--- src/rtl/rx_pkt_ctrl.sv ---
// USB receive packet controller: validates the PID, streams payload bytes into a
// 64x8 buffer and holds a good packet for the host, or drops it with an error code.
module rx_pkt_ctrl (
  input  logic       clk,
  input  logic       rst,
  input  logic       rcving,
  input  logic       w_enable,
  input  logic       r_error,
  input  logic [7:0] rcv_data,
  input  logic       pkt_ack,
  output logic       buf_wr_en,
  output logic [5:0] buf_wr_addr,
  output logic [7:0] buf_wr_data,
  output logic       buf_clear,
  output logic       pkt_valid,
  output logic [3:0] pkt_pid,
  output logic [6:0] pkt_len,
  output logic       pkt_err,
  output logic [1:0] err_code,
  output logic       busy
);

  localparam int unsigned CNT_W = 7;
  localparam logic [CNT_W-1:0] MAX_CNT = 7'd64;

  localparam logic [2:0] IDLE = 3'd0;
  localparam logic [2:0] PID  = 3'd1;
  localparam logic [2:0] DATA = 3'd2;
  localparam logic [2:0] HOLD = 3'd3;
  localparam logic [2:0] DROP = 3'd4;

  localparam logic [1:0] ERR_NONE = 2'd0;
  localparam logic [1:0] ERR_PID  = 2'd1;
  localparam logic [1:0] ERR_RCV  = 2'd2;
  localparam logic [1:0] ERR_OVF  = 2'd3;

  logic [2:0]       state, state_nxt;
  logic [CNT_W-1:0] count, count_nxt;
  logic             wr_en_nxt;
  logic [5:0]       wr_addr_nxt;
  logic [7:0]       wr_data_nxt;
  logic             clear_nxt;
  logic             valid_nxt;
  logic [3:0]       pid_nxt;
  logic [6:0]       len_nxt;
  logic             perr_nxt;
  logic [1:0]       err_code_nxt;
  logic             busy_nxt;
  logic             pid_ok;

  assign pid_ok = (rcv_data[3:0] == ~rcv_data[7:4]);

  // Next-state and next-output logic; receiver error outranks a same-cycle byte.
  always_comb begin
    state_nxt    = state;
    count_nxt    = count;
    wr_en_nxt    = 1'b0;
    wr_addr_nxt  = buf_wr_addr;
    wr_data_nxt  = buf_wr_data;
    pid_nxt      = pkt_pid;
    len_nxt      = pkt_len;
    err_code_nxt = err_code;

    case (state)
      IDLE: begin
        if (rcving) begin
          state_nxt    = PID;
          count_nxt    = '0;
          err_code_nxt = ERR_NONE;
        end
      end
      PID: begin
        if (r_error) begin
          state_nxt    = DROP;
          err_code_nxt = ERR_RCV;
        end else if (w_enable) begin
          if (pid_ok) begin
            pid_nxt = rcv_data[3:0];
            if (rcving) begin
              state_nxt = DATA;
            end else begin
              state_nxt = HOLD;
              len_nxt   = '0;
            end
          end else begin
            state_nxt    = DROP;
            err_code_nxt = ERR_PID;
          end
        end else if (!rcving) begin
          state_nxt    = DROP;
          err_code_nxt = ERR_RCV;
        end
      end
      DATA: begin
        if (r_error) begin
          state_nxt    = DROP;
          err_code_nxt = ERR_RCV;
        end else if (w_enable && (count == MAX_CNT)) begin
          state_nxt    = DROP;
          err_code_nxt = ERR_OVF;
        end else begin
          if (w_enable) begin
            wr_en_nxt   = 1'b1;
            wr_addr_nxt = count[5:0];
            wr_data_nxt = rcv_data;
            count_nxt   = count + 7'd1;
          end
          // A byte arriving with the falling edge is counted before the length latches.
          if (!rcving) begin
            state_nxt = HOLD;
            len_nxt   = count_nxt;
          end
        end
      end
      HOLD: begin
        if (pkt_ack) state_nxt = IDLE;
      end
      DROP: begin
        if (!rcving) state_nxt = IDLE;
      end
      default: state_nxt = IDLE;
    endcase

    clear_nxt = (state_nxt == DROP) && (state != DROP);
    perr_nxt  = (state == DROP) && (state_nxt == IDLE);
    valid_nxt = (state_nxt == HOLD);
    busy_nxt  = (state_nxt != IDLE);
  end

  // State and registered outputs.
  always_ff @(posedge clk) begin
    if (rst) begin
      state       <= IDLE;
      count       <= '0;
      buf_wr_en   <= 1'b0;
      buf_wr_addr <= '0;
      buf_wr_data <= '0;
      buf_clear   <= 1'b0;
      pkt_valid   <= 1'b0;
      pkt_pid     <= '0;
      pkt_len     <= '0;
      pkt_err     <= 1'b0;
      err_code    <= ERR_NONE;
      busy        <= 1'b0;
    end else begin
      state       <= state_nxt;
      count       <= count_nxt;
      buf_wr_en   <= wr_en_nxt;
      buf_wr_addr <= wr_addr_nxt;
      buf_wr_data <= wr_data_nxt;
      buf_clear   <= clear_nxt;
      pkt_valid   <= valid_nxt;
      pkt_pid     <= pid_nxt;
      pkt_len     <= len_nxt;
      pkt_err     <= perr_nxt;
      err_code    <= err_code_nxt;
      busy        <= busy_nxt;
    end
  end

endmodule

--- config.mk ---
export PLATFORM = sky130hd
export DESIGN_NAME = rx_pkt_ctrl
export DESIGN_NICKNAME = d
export VERILOG_FILES = /design/src/rtl/rx_pkt_ctrl.sv
export SDC_FILE = /design/constraint.sdc
export NUM_CORES = 1
export LEC_CHECK = 0
export ABC_AREA = 0
export CORE_MARGIN = 2
export CORE_UTILIZATION = 47
export CTS_BUF_LIST = sky130_fd_sc_hd__clkbuf_4 sky130_fd_sc_hd__clkbuf_8
export CTS_CLUSTER_DIAMETER = 120
export DETAILED_ROUTE_END_ITERATION = 16
export PLACE_DENSITY_LB_ADDON = 0.05
export SYNTH_ARGS = -nofsm -noshare
export SYNTH_HDL_FRONTEND = slang
export SYNTH_SLANG_ARGS = --single-unit
--- constraint.sdc ---
create_clock -name clk -period 2.8 [get_ports clk]
set_input_delay 0.56 -clock clk [delete_from_list [all_inputs] [get_ports clk]]
set_output_delay 0.56 -clock clk [all_outputs]
set_load 0.005 [all_outputs]
==> impl.org, run 1 <==
** Run status
- Status :: finished, final reports clean

** CTS
- Clock-pin slew was measured on the worst setup and hold paths at 0.07 ns.
- Max clock buf depth :: 2
- H-tree depth :: 2
- TritonCTS built the clock tree.
- Post-CTS Setup Inserts :: 0
- The tree is rooted in a sky130_fd_sc_hd__clkbuf_8.
- Insertion delay to the later sink of the worst-skew pair :: 0.30 ns
- The clock drives 42 sinks.
- Post-cts sizing count :: 0
- The number of hold buffers added after CTS was 0.
- Counting the buffers created by CTS gives 5.

** Yosys
- Mapped Nets :: 242
- After synthesis, the mean cell area works out to 9.09 µm².
- Yosys printed 0 warnings.
- Top area cells in the synthesized netlist :: sky130_fd_sc_hd__dfxtp_1 41%, sky130_fd_sc_hd__mux2i_1 9.8%, sky130_fd_sc_hd__nor2_1 6.4%, sky130_fd_sc_hd__o41ai_2 4.0%, sky130_fd_sc_hd__a21oi_1 3.9%
- In this run, synthesis produced a sequential element count of 42.
- Top_reg_cell synth :: sky130_fd_sc_hd__dfxtp_1
- Summing every instance area after synthesis gives 0.00205 mm².
- Unique cell type count in the Yosys netlist :: 48
- Post-synthesis sequential area ratio :: 41.0%
- Cells after synthesis :: 226
- The share of synthesized area in the top cell type comes to 41.0%.
- Share of async-settable or async-resettable flops after synthesis :: 0%
- Area leader, netlist :: sky130_fd_sc_hd__dfxtp_1
- Post-synth EDFFs :: 0

** Critical path
- Cells along the critical path :: clkdlybuf4s50_1 > xor2_1 > nand3_1 > o21a_1 > a211oi_1 > and4bb_1
- Peak fanout along the critical path :: 9
- Kind of end point of the critical path :: register
- Total buffers and inverters traversed by the critical path :: 1
- Data on the critical path arrives at its endpoint at 2.50 ns.
- STA classifies the critical path startpoint as an input pin.
- Among all stages on the critical path, the largest delay is contributed by sky130_fd_sc_hd__clkdlybuf4s50_1.
- Cell family with the largest share of critical-path delay :: compound AO/OA/AOI/OAI gates
- Data on the critical path is required at its endpoint by 3.04 ns.
- Highest cell delay on the worst timing path :: 0.54 ns
- Setup CP Type :: in -> reg

** STA
- For the final routed database, the setup TNS stands at 0 ns.
- Worst hold slack across all endpoints :: 0.483 ns
- After layout, the minimum clock period comes to 2.25 ns.
- The final critical path takes up 80.5% of the cycle.
- Based on the critical path, the design can be clocked at up to 444 MHz.
- Setup repair after global routing left no endpoint under its margin.
- Pins over their slew limit :: 0
- Final Hold Viols :: 0
- Setup violations remaining at the end of the flow were counted as 0.
- Worst slew margin relative to its limit :: 62.8%
- At the pin with the least slew margin, the transition time is 0.558 ns.
- Across the routed clock network, the largest skew measured is 0.00640 ns.

** Floorplan
- Floorplan die area :: 0.00491 mm²
- The die is 70.1 µm wide.
- Area of the core region :: 0.00429 mm²
- The floorplan has 24 rows.
- I/O Pins :: 46
- For this configuration, the core starts out at a cell density of 47.8%.
- From bottom edge to top edge, the die measures 70.1 µm.

** GRT
- For this run, the total global-route usage over all layers was measured as 20.4%.
- GRT Residual Overflow :: 0
- The number of antenna violations at the first check in global routing was 0.
- The via count of the first global-routing pass came to 1695.
- Largest net degree at the start of global routing :: 24
- The first global-routing pass estimated 7.91 mm of wire.

** Pwr
- P per Cell Area :: 451 mW/mm²
- The clock network is responsible for 39.7% of the overall power.
- The analysis attributes to cell leakage a power of 1.04 nW.
- The worst-case IR drop observed on VDD is 0.234 mV.
- In this run switching power makes up 22.5% of total power.
- Per report_power, the sequential group accounts for 50.5% of the total.
- For this design the total switching power over the nets is 0.000274 W.
- Combinational cells account for 9.8% of the total power.
- The internal portion of the total power is 0.000944 W.

** Final layout
- The area growth from synthesis to layout is 31.4%.
- Final #Nets :: 291
- Antenna diode instance count :: 0
- Fraction of the core area covered by cells at the end of the flow :: 62.8%
- Area of all placed cells without fillers :: 0.00270 mm²
- The post-route netlist has 12.0% of its cells at a drive strength greater than 1.

** Placed design
- Once placement finished, the instance area stood at 0.00258 mm².
- Count of buffers from port buffering :: 45
- Detailed-placement wirelength estimate :: 3.35 mm
- Routability-driven placement finished with a final weighted congestion of 0.876.

** Detailed routing
- Vias after detailed routing :: 1764
- Violation count after the first detailed-routing iteration :: 86
- In this run the remaining antenna-violating nets after routing total 0.
- Total length of routed wires :: 4.71 mm
- Number of DRC violations after detailed routing :: 0
- Vias per std cell :: 5.38
- Wire length per cell :: 14.4 µm
- First-pass iteration count of the detailed router :: 4

** Hold path
- Classification of the worst-slack hold path :: reg -> reg

** Run
- Number of max-capacitance violations reported :: 0
## cells in the final DEF (no fill, tap or decap), types with 2 or more instances in the layout
cell	synthesis	layout
sky130_fd_sc_hd__mux2i_1	20	20
sky130_fd_sc_hd__o21ai_1	12	12
sky130_fd_sc_hd__o21ai_0	7	7
sky130_fd_sc_hd__clkbuf_4	0	2
sky130_fd_sc_hd__nor2b_1	10	10
sky130_fd_sc_hd__nand2_1	11	11
sky130_fd_sc_hd__buf_4	3	9
sky130_fd_sc_hd__nand2b_1	6	6
sky130_fd_sc_hd__nand2_2	2	2
sky130_fd_sc_hd__nor2_1	35	35
sky130_fd_sc_hd__o41ai_2	5	5
sky130_fd_sc_hd__clkdlybuf4s50_1	0	45
sky130_fd_sc_hd__ha_1	2	2
sky130_fd_sc_hd__a21oi_1	16	16
sky130_fd_sc_hd__nor3_1	2	2
sky130_fd_sc_hd__clkbuf_8	0	5
sky130_fd_sc_hd__or3_1	3	3
sky130_fd_sc_hd__inv_1	3	3
sky130_fd_sc_hd__nand4_1	3	3
sky130_fd_sc_hd__nand3_1	3	3
sky130_fd_sc_hd__xor2_1	6	6
sky130_fd_sc_hd__dfxtp_1	42	42
## worst min-delay path, delay by kind of cell (launching register included)
family / cells / cell delay (ns)
flip-flops: 1 / 0.32
multiplexers: 1 / 0.06
AND/OR/NAND/NOR: 1 / 0.06
## routing by layer
metal  up-vias  share of wire [%]  track usage, %
met1       816                 47            26.0
li1        896                  -               -
met5         -                  0               0
met2        45                 46            32.5
met3         7                5.8            5.77
met4         0                1.7            8.12
## cell type report
cell class | instances | area, µm²
Clock buffer | 7 | 83.8
Inverter | 3 | 11.3
Clock inverter | 1 | 30.0
Sequential cell | 42 | 841
Tap cell | 52 | 65.1
Fill cell | 404 | 1600
Multi-Input combinational cell | 169 | 1150
Timing Repair Buffer | 54 | 518
## synthesized netlist by cell type (2+ instances only)
master	count
sky130_fd_sc_hd__a21oi_1	16
sky130_fd_sc_hd__buf_4	3
sky130_fd_sc_hd__clkbuf_1	7
sky130_fd_sc_hd__dfxtp_1	42
sky130_fd_sc_hd__ha_1	2
sky130_fd_sc_hd__inv_1	3
sky130_fd_sc_hd__mux2i_1	20
sky130_fd_sc_hd__nand2_1	11
sky130_fd_sc_hd__nand2_2	2
sky130_fd_sc_hd__nand2b_1	6
sky130_fd_sc_hd__nand3_1	3
sky130_fd_sc_hd__nand4_1	3
sky130_fd_sc_hd__nor2_1	35
sky130_fd_sc_hd__nor2b_1	10
sky130_fd_sc_hd__nor3_1	2
sky130_fd_sc_hd__o21ai_0	7
sky130_fd_sc_hd__o21ai_1	12
sky130_fd_sc_hd__o41ai_2	5
sky130_fd_sc_hd__or3_1	3
sky130_fd_sc_hd__xor2_1	6
## registers in the layout, summed over array words and instances, names as in the netlist
register / cells
buf_wr_data: 8
count: 7
pkt_len: 7
buf_wr_addr: 6
pkt_pid: 4
state: 3
err_code: 2
buf_clear: 1
buf_wr_en: 1
busy: 1
pkt_err: 1
pkt_valid: 1
## final timing paths
path	from	endpoint	slack (ns)	cells after the start
min	err_code[0]	err_code[0]	0.48	2
min reg2reg	err_code[0]	err_code[0]	0.48	2
max reg2reg	count[0]	pkt_len[2]	0.67	7
max	rcv_data[0]	pkt_err	0.55	6
## per-stage QoR
step                      power [W]  setup WS [ns]  cells
final                       0.00122          0.545    328
after detailed placement   0.000748          0.286    320
after global routing        0.00127          0.407    328
after floorplan            0.000693          0.952    226
after CTS                   0.00123          0.541    328
after global placement     0.000748          0.308    320
## logic make-up (layout without fill, tap and decap cells)
logic type,Yosys count,in the layout,synth area share [%]
buffers and inverters,15,65,3.35
AND/OR/NAND/NOR,83,83,20.5
adder cells (fa/ha/maj),2,2,1.22
flip-flops,42,42,41.0
multiplexers,20,20,9.75
XOR/XNOR,7,7,2.99
AO/OA/AOI/OAI,57,57,21.2
## power groups by stage
stage                     clock network, W  logic [W]  registers, W
final                             0.000483   0.000119      0.000616
after global routing              0.000517   0.000131      0.000617
after CTS                         0.000499   0.000120      0.000616
after detailed placement                 0   0.000119      0.000630
after global placement                   0   0.000118      0.000630
after floorplan                          0  0.0000719      0.000621
(Power assumes the default switching activity.)
==> run 2, diff against run 1 <==
- clock period: 2.8 -> 2.1 ns (I/O delays scaled with it)
==> run 2 against run 1 <==
Net effect:
- die area stayed put
- critical path type unchanged
- largest cell class unchanged
- first-iteration DRC count decreased by 23%
- non-clock buffer count rose by 22
==> impl.org, run 2 (synthesis results as in run 1) <==
** Detailed routing
- First-pass iteration count of the detailed router :: 4 (unchanged)
- Wire length per cell :: 14.1 µm (-1.9%)
- The via count of the routed design is 1876 (+6.3%).
- Total length of routed wires :: 4.94 mm (+4.7%)
- The via count normalized by instance count was 5.36 (-0.34%).
- The post-detailed-route count of antenna-violating nets was 0 (unchanged).
- The number of remaining DRC errors is 0 (unchanged).
- Violation count after the first detailed-routing iteration :: 66 (-23%)

** CTS
- Clock-pin slew of the registers on the worst-case setup and hold paths :: 0.08 ns (about the same)
- H-tree depth :: 2 (unchanged)
- The post-CTS setup buffer count came to 0 (unchanged).
- Buffer type at the clock tree root :: sky130_fd_sc_hd__clkbuf_8
- The number of clock buffers inserted by TritonCTS is 5 (unchanged).
- Insertion delay to the later sink of the worst-skew pair :: 0.30 ns (about the same)
- Max clock buf depth :: 2 (unchanged)
- The clock sink count is 42 (unchanged).
- TritonCTS built the clock tree.

** Run
- The count of max-cap constraint violations was 0 (unchanged).

** Floorplan
- I/O Pins :: 46 (unchanged)
- The area of the die is 0.00491 mm² (unchanged).
- Number of placement rows :: 24 (unchanged)
- The area of the core region was 0.00429 mm² (unchanged).
- The initial standard-cell utilization of the core was 47.8% (unchanged).
- The die span in y is 70.1 µm (unchanged).
- The horizontal extent of the die came to 70.1 µm (unchanged).

** Placed design
- Weighted congestion at the end of routability-driven global placement :: 0.857 (-2.2%)
- Total placed instance area :: 0.00276 mm² (+6.9%)
- The HPWL after detailed placement is 3.71 mm (+11%).
- The number of buffer cells added on primary ports is 45 (unchanged).

** Critical path
- The data required time of the critical path is 2.29 ns (-0.75 ns).
- The highest fanout seen on the critical path is 4 (-5).
- Worst Path Arrival :: 2.14 ns (-0.36 ns)
- Register-to-register setup slack :: 0.16 ns (-0.51 ns)
- Depth of the worst register-to-register path :: 7 (unchanged)
- The worst register-to-register path ends at pkt_len[1].
- The worst setup path is launched from an input pin.
- STA classifies the critical path endpoint as a register.
- Reg2Reg Launch Point :: count[0]
- The worst setup path is of the in -> reg kind.

** Final layout
- The final non-filler cell area was 0.00288 mm² (+6.6%).
- The post-layout utilization of the core came to 67.0% (+4.2 points).
- Most frequent standard cell in the layout excluding fill and tap cells :: sky130_fd_sc_hd__clkdlybuf4s50_1
- The flip-flop count of the largest register, all copies and words added came to 8 (unchanged).
- The fraction of layout cells with a size suffix above 1 is 18.8% (+6.8 points).
- The area of combinational cells with multiple inputs is 0.00115 mm² (unchanged).
- The library cells used most frequently in the layout, excluding fill and tap cells, are 45 x sky130_fd_sc_hd__clkdlybuf4s50_1, 41 x sky130_fd_sc_hd__dfxtp_1, 35 x sky130_fd_sc_hd__nor2_1.
- Biggest register :: buf_wr_data
- The number of diodes added for antenna fixing came to 0 (unchanged).
- The register cell area after layout came to 842 µm² (+0.15%).
- Area overhead of the layout relative to synthesis :: 40.2%
- The largest registers in the layout are buf_wr_data (8), count (7), pkt_len (7).
- Number of fill cells :: 362 (-10%)
- The number of nets in the final layout came to 313 (+7.6%).

** Pwr
- The share of power burned in registers was 49.4% (-1.1 points).
- The cell area power density came to 576 mW/mm² (+28%).
- Relative contribution of combinational cells to total power :: 11.5% (+1.7 points)
- Internal portion of total power :: 0.00127 W (+34%)
- Clock network fraction of total power :: 39.1% (-0.6 points)
- Max VDD drop :: 0.395 mV (+69%)
- The net switching power figure is 0.000389 W (+42%).
- The switching share of power is 23.5% (+1.0 points).
- Total Power Consumption :: 0.00166 W (+36%)
- The leakage power figure was 1.15 nW (+11%).

** STA
- Worst slew margin relative to its limit :: 74.3% (+12 points)
- The final-report hold violation count was 0 (unchanged).
- Setup repair after global routing missed its margin :: no
- The worst-margin pin slew is 0.384 ns (-0.173 ns).
- The number of setup violations in the final report was 0 (unchanged).
- Final total negative setup slack :: 0 ns (unchanged)
- The clock tree skew after final layout was 0.00730 ns (+0.000898 ns).
- Pins over their slew limit :: 0 (unchanged)
- Dividing the final minimum period by the clock period gives 92.9%.
- Clock period minus final worst setup slack :: 1.95 ns
- Achievable Freq :: 513 MHz

** Run status
- The flow ran to the end, and the final reports show no timing, DRC or antenna violations.

** Hold path
- Classification of the worst-slack hold path :: reg -> reg
- The worst hold path cell count is 2 (unchanged).
- For hold timing, the worst endpoint is pkt_len[6].
- The startpoint identified for the worst hold timing path is pkt_len[6].

** GRT
- The number of antenna violations at the first check in global routing was 0 (unchanged).
- The global-route usage over all layers is 21.4% (+1.0 points).
- Largest net degree at the start of global routing :: 29 (+21%)
- The via count of the first global-routing pass came to 1810 (+6.8%).
- Wire length of the first global-routing pass :: 8.41 mm (+6.4%)
- The total grt overflow came to 0 (unchanged).
==> run 2: changes by cell type in the layout (fill, tap and decap cells not counted) <==
cell,change
sky130_fd_sc_hd__dfxtp_1,-1
sky130_fd_sc_hd__clkbuf_4,-1
sky130_fd_sc_hd__dfxtp_2,+1
sky130_fd_sc_hd__clkinvlp_4,+1
sky130_fd_sc_hd__buf_4,+21
sky130_fd_sc_hd__buf_12,+1
==> run 2: worst max path at each step <==
stage | startpoint | endpoint | slack (ns)
final | rcv_data[0] | pkt_pid[2] | 0.15
after global routing | rcv_data[7] | pkt_err | 0.03
after CTS | count[0] | pkt_len[2] | 0.14
after detailed placement | rcv_data[3] | pkt_pid[0] | -0.13
after global placement | w_enable | count[5] | -0.12
after floorplan | count[0] | pkt_len[0] | 0.25
==> run 2: area by class of cell <==
type / instances / area share [%]
Clock buffer: 6 / 2.65
Clock inverter: 2 / 1.30
Inverter: 3 / 0.391
Multi-Input combinational cell: 169 / 40.0
Sequential cell: 42 / 29.3
Tap cell: 52 / 2.26
Timing Repair Buffer: 76 / 24.2
==> run 2: worst max-delay path, stage by stage <==
cell and delay [ns]:
sky130_fd_sc_hd__clkdlybuf4s50_1 0.51, sky130_fd_sc_hd__xor2_1 0.15, sky130_fd_sc_hd__nand3_1 0.18, sky130_fd_sc_hd__buf_4 0.19
sky130_fd_sc_hd__nor2_1 0.23, sky130_fd_sc_hd__buf_4 0.21, sky130_fd_sc_hd__mux2i_1 0.20, sky130_fd_sc_hd__nor2_1 0.05
==> run 2: timing repair <==
item,in CTS,in global routing
hold buffers,0,0
setup endpoints to repair,0,1
endpoints found under the hold margin,0,0
resized for setup,0,1
==> run 2: stage by stage <==
stage	setup WS (ns)	hold WS [ns]	instances
5_1_grt	0.0300	0.540	350
6_report	0.149	0.495	350
4_1_cts	0.141	0.492	350
2_1_floorplan	0.252	0.469	226
3_3_place_gp	-0.119	0.474	342
3_5_place_dp	-0.129	0.480	342
==> run 2: routing by layer <==
| metal | vias up | wire length (µm) | track usage [%] |
|---|---|---|---|
| met5 | - | 0 | 0 |
| met4 | 0 | 100 | 9.40 |
| met3 | 8 | 256 | 4.91 |
| met2 | 50 | 2350 | 35.0 |
| met1 | 879 | 2230 | 26.9 |
| li1 | 939 | - | - |
==> run 2: power by group through the flow <==
stage | registers [W] | logic, W | clock network, W
after floorplan | 0.000829 | 0.0000958 | 0
after global placement | 0.000836 | 0.000188 | 0
after detailed placement | 0.000837 | 0.000189 | 0
after CTS | 0.000818 | 0.000190 | 0.000666
after global routing | 0.000821 | 0.000209 | 0.000697
final | 0.000818 | 0.000190 | 0.000648
==> run 3, diff against run 2 <==
- SLEW_MARGIN: not set -> 20
- clock period: 2.1 -> 2.17 ns (I/O delays scaled with it)
==> run 3 against run 2 <==
Net effect:
- cell area is the same
- utilization is the same
- first-iteration DRC count grew 3.0%
- register-to-register slack gained 0.04 ns
- worst hold slack lost 0.0095 ns
- via count grew 1.1%
- setup slack gained 0.013 ns
- largest power group unchanged
==> impl.org, run 3 (synthesis results as in run 1) <==
** STA
- In the finished design, the share of the clock period the worst path needs comes to 92.5%.
- The headroom to the max-slew limit came to 73.2% (-1.1 points).
- Final clock skew :: 0.00625 ns (-0.00104 ns)
- The final-report hold violation count was 0 (unchanged).
- Achievable Freq :: 498 MHz
- For the finished layout, the period the worst path requires is 2.01 ns.
- The number of setup violations in the final report is 0 (unchanged).
- Setup repair after global routing missed its margin :: no
- The worst-margin pin slew was 0.401 ns (+0.0163 ns).
- The number of max-slew violations in the final report came to 0 (unchanged).
- The worst hold margin came to 0.485 ns (-0.00952 ns).

** Hold path
- The min-delay analysis places its worst path in the category reg -> reg.
- In this run the most critical hold path is launched from err_code[0].
- The worst hold path cell count was 2 (unchanged).
- For hold timing, the worst endpoint is err_code[0].

** Final layout
- Most frequent cells in the layout :: 45 x sky130_fd_sc_hd__clkdlybuf4s50_1, 41 x sky130_fd_sc_hd__dfxtp_1, 35 x sky130_fd_sc_hd__nor2_1
- buf_wr_data holds more flip-flops than any other register.
- The count of placed standard cells in the final layout, fillers left out is 350 (unchanged).
- The fraction of layout cells with a size suffix above 1 is 18.8% (unchanged).
- Leaving out fill and tap cells, the most frequent cell in the layout is sky130_fd_sc_hd__clkdlybuf4s50_1.
- The number of nets in the final layout came to 313 (unchanged).
- Fraction of the core area covered by cells at the end of the flow :: 67.0% (unchanged)
- Top flop regs :: buf_wr_data (8), count (7), pkt_len (7)
- The number of diodes added for antenna fixing came to 0 (unchanged).
- The flip-flop count of the largest register, all copies and words added was 8 (unchanged).
- The number of fill cells is 374 (+3.3%).
- Area overhead of the layout relative to synthesis :: 40.2% (unchanged)

** Critical path
- In this run the critical register-to-register path is launched from count[1].
- In this design, the largest share of critical-path delay is due to buffers and inverters.
- The length in cells of the worst reg-to-reg path was 8 (+1).
- The delay of the slowest critical-path stage was 0.50 ns (about the same).
- The endpoint identified for the worst register-to-register timing path is count[5].
- Cells along the critical path :: clkdlybuf4s50_1 > nand4b_1 > buf_4 > o211a_4 > nor2_2 > mux2i_1 > nor2_1
- Cell at the slowest stage of the critical path :: sky130_fd_sc_hd__clkdlybuf4s50_1
- Startpoint type of the worst setup path :: input pin
- Critical path data required time :: 2.35 ns (+0.06 ns)
- Setup CP Type :: in -> reg
- Worst Path Arrival :: 2.18 ns (+0.04 ns)
- The cell count along the critical path was 7 (-1).
- Register-to-register setup slack :: 0.20 ns (+0.04 ns)
- The highest fanout seen on the critical path is 6 (+2).
- Start point of the critical path :: w_enable
- STA classifies the critical path endpoint as a register.
- The number of buffers and inverters on the critical path came to 2 (-1).

** CTS
- The number of hold-repair buffers added at the cts stage was 0 (unchanged).
- Buffer type at the clock tree root :: sky130_fd_sc_hd__clkbuf_8
- Number of clock sinks :: 42 (unchanged)
- The clock edge transition at the registers on the reported setup and hold paths is 0.08 ns (about the same).
- The source-to-sink clock delay at the later pin of the worst-skew pair is 0.29 ns (about the same).
- H-tree depth :: 2 (unchanged)
- CTS tree :: yes
- The worst-case clock buffer depth is 2 (unchanged).
- The number of clock buffers inserted by TritonCTS came to 5 (unchanged).

** Pwr
- Leakage Power :: 1.15 nW (+0.16%)
- The peak ir drop on the vdd network was 0.347 mV (-12%).
- Total Power Consumption :: 0.00160 W (-3.4%)
- The cell area power density came to 556 mW/mm² (-3.4%).

** Detailed routing
- The number of remaining DRC errors was 0 (unchanged).
- The number of detailed-routing iterations run before antenna repair was 4 (unchanged).
- Total length of routed wires :: 4.94 mm (+0.18%)
- The post-detailed-route count of antenna-violating nets is 0 (unchanged).
- The via count normalized by instance count came to 5.42 (+1.1%).
- The routed wirelength normalized by instance count was 14.1 µm (+0.18%).
- Violation count after the first detailed-routing iteration :: 68 (+3.0%)
- The via count of the routed design was 1897 (+1.1%).

** Run
- Number of max-capacitance violations reported :: 0 (unchanged)

** Floorplan
- I/O Pins :: 46 (unchanged)
- Floorplan die area :: 0.00491 mm² (unchanged)
- The die span in y came to 70.1 µm (unchanged).
- The horizontal extent of the die was 70.1 µm (unchanged).
- Number of placement rows :: 24 (unchanged)
- The initial standard-cell utilization of the core came to 47.8% (unchanged).
- The area of the core region is 0.00429 mm² (unchanged).

** Placed design
- Weighted congestion at the end of routability-driven global placement :: 0.854 (-0.42%)
- The HPWL after detailed placement was 3.61 mm (-2.5%).
- The number of buffer cells added on primary ports was 45 (unchanged).
- The number of placed instances, taps included is 340 (-0.58%).

** GRT
- The total grt overflow came to 0 (unchanged).
- Largest net degree at the start of global routing :: 29 (unchanged)
- Wire length of the first global-routing pass :: 8.37 mm (-0.50%)
- Overall global routing resource usage :: 21.4% (about the same)
- Initial antenna violation count :: 0 (unchanged)
- The via count of the first global-routing pass came to 1771 (-2.2%).

** Run status
- Status :: finished, final reports clean
[run 3: cell types whose count changed in the layout (fill, tap and decap cells not counted)]
cell                         before  now
sky130_fd_sc_hd__clkbuf_4         1    2
sky130_fd_sc_hd__clkinvlp_4       1    0
[run 3: worst max-delay path by stage]
stage,to
2_1_floorplan,pkt_len[0]
3_3_place_gp,pkt_err
3_5_place_dp,pkt_err
4_1_cts,pkt_len[2]
5_1_grt,count[5]
6_report,count[5]
[run 3: worst min-delay path, cell delays in order, from the launching register on]
cell	delay, ns
sky130_fd_sc_hd__dfxtp_1	0.32
sky130_fd_sc_hd__nand2b_1	0.06
sky130_fd_sc_hd__mux2i_1	0.06
[run 3: repair_timing]
| item | in CTS | in global routing |
|---|---|---|
| resized for setup | 0 | 1 |
| setup buffers | 0 | 2 |
| endpoints found under the setup margin | 0 | 6 |
[run 3: power breakdown]
group	leakage, nW	internal (W)	switching, W
Sequential	0.340	0.000779	0.00000979
Clock	0.0593	0.000369	0.000253
Combinational	0.755	0.0000927	0.0000949
[run 3: cell type report]
type	instances	area, µm²	area share (%)
well taps	52	65.1	2.26
inverters	3	11.3	0.391
clock buffers	7	83.8	2.91
repair buffers	76	696	24.2
flip-flops and latches	42	842	29.3
clock inverters	1	30.0	1.04
multi-input cells	169	1150	40.0
[run 3: metal layers]
layer	vias to the layer above	part of all wire [%]	track usage [%]
li1	944	-	-
met1	885	45	27.8
met2	59	49	35.2
met3	9	5.5	5.63
met4	0	1.2	5.77
met5	-	0	0
[run 3: stage by stage]
step / setup slack, ns / TNS, ns / cell area (µm²)
final: 0.162 / 0 / 2880
after global routing: 0.0531 / 0 / 2880
after CTS: 0.117 / 0 / 2860
after detailed placement: -0.0829 / -0.697 / 2750
after global placement: -0.123 / -0.670 / 2750
after floorplan: 0.322 / 0 / 2050
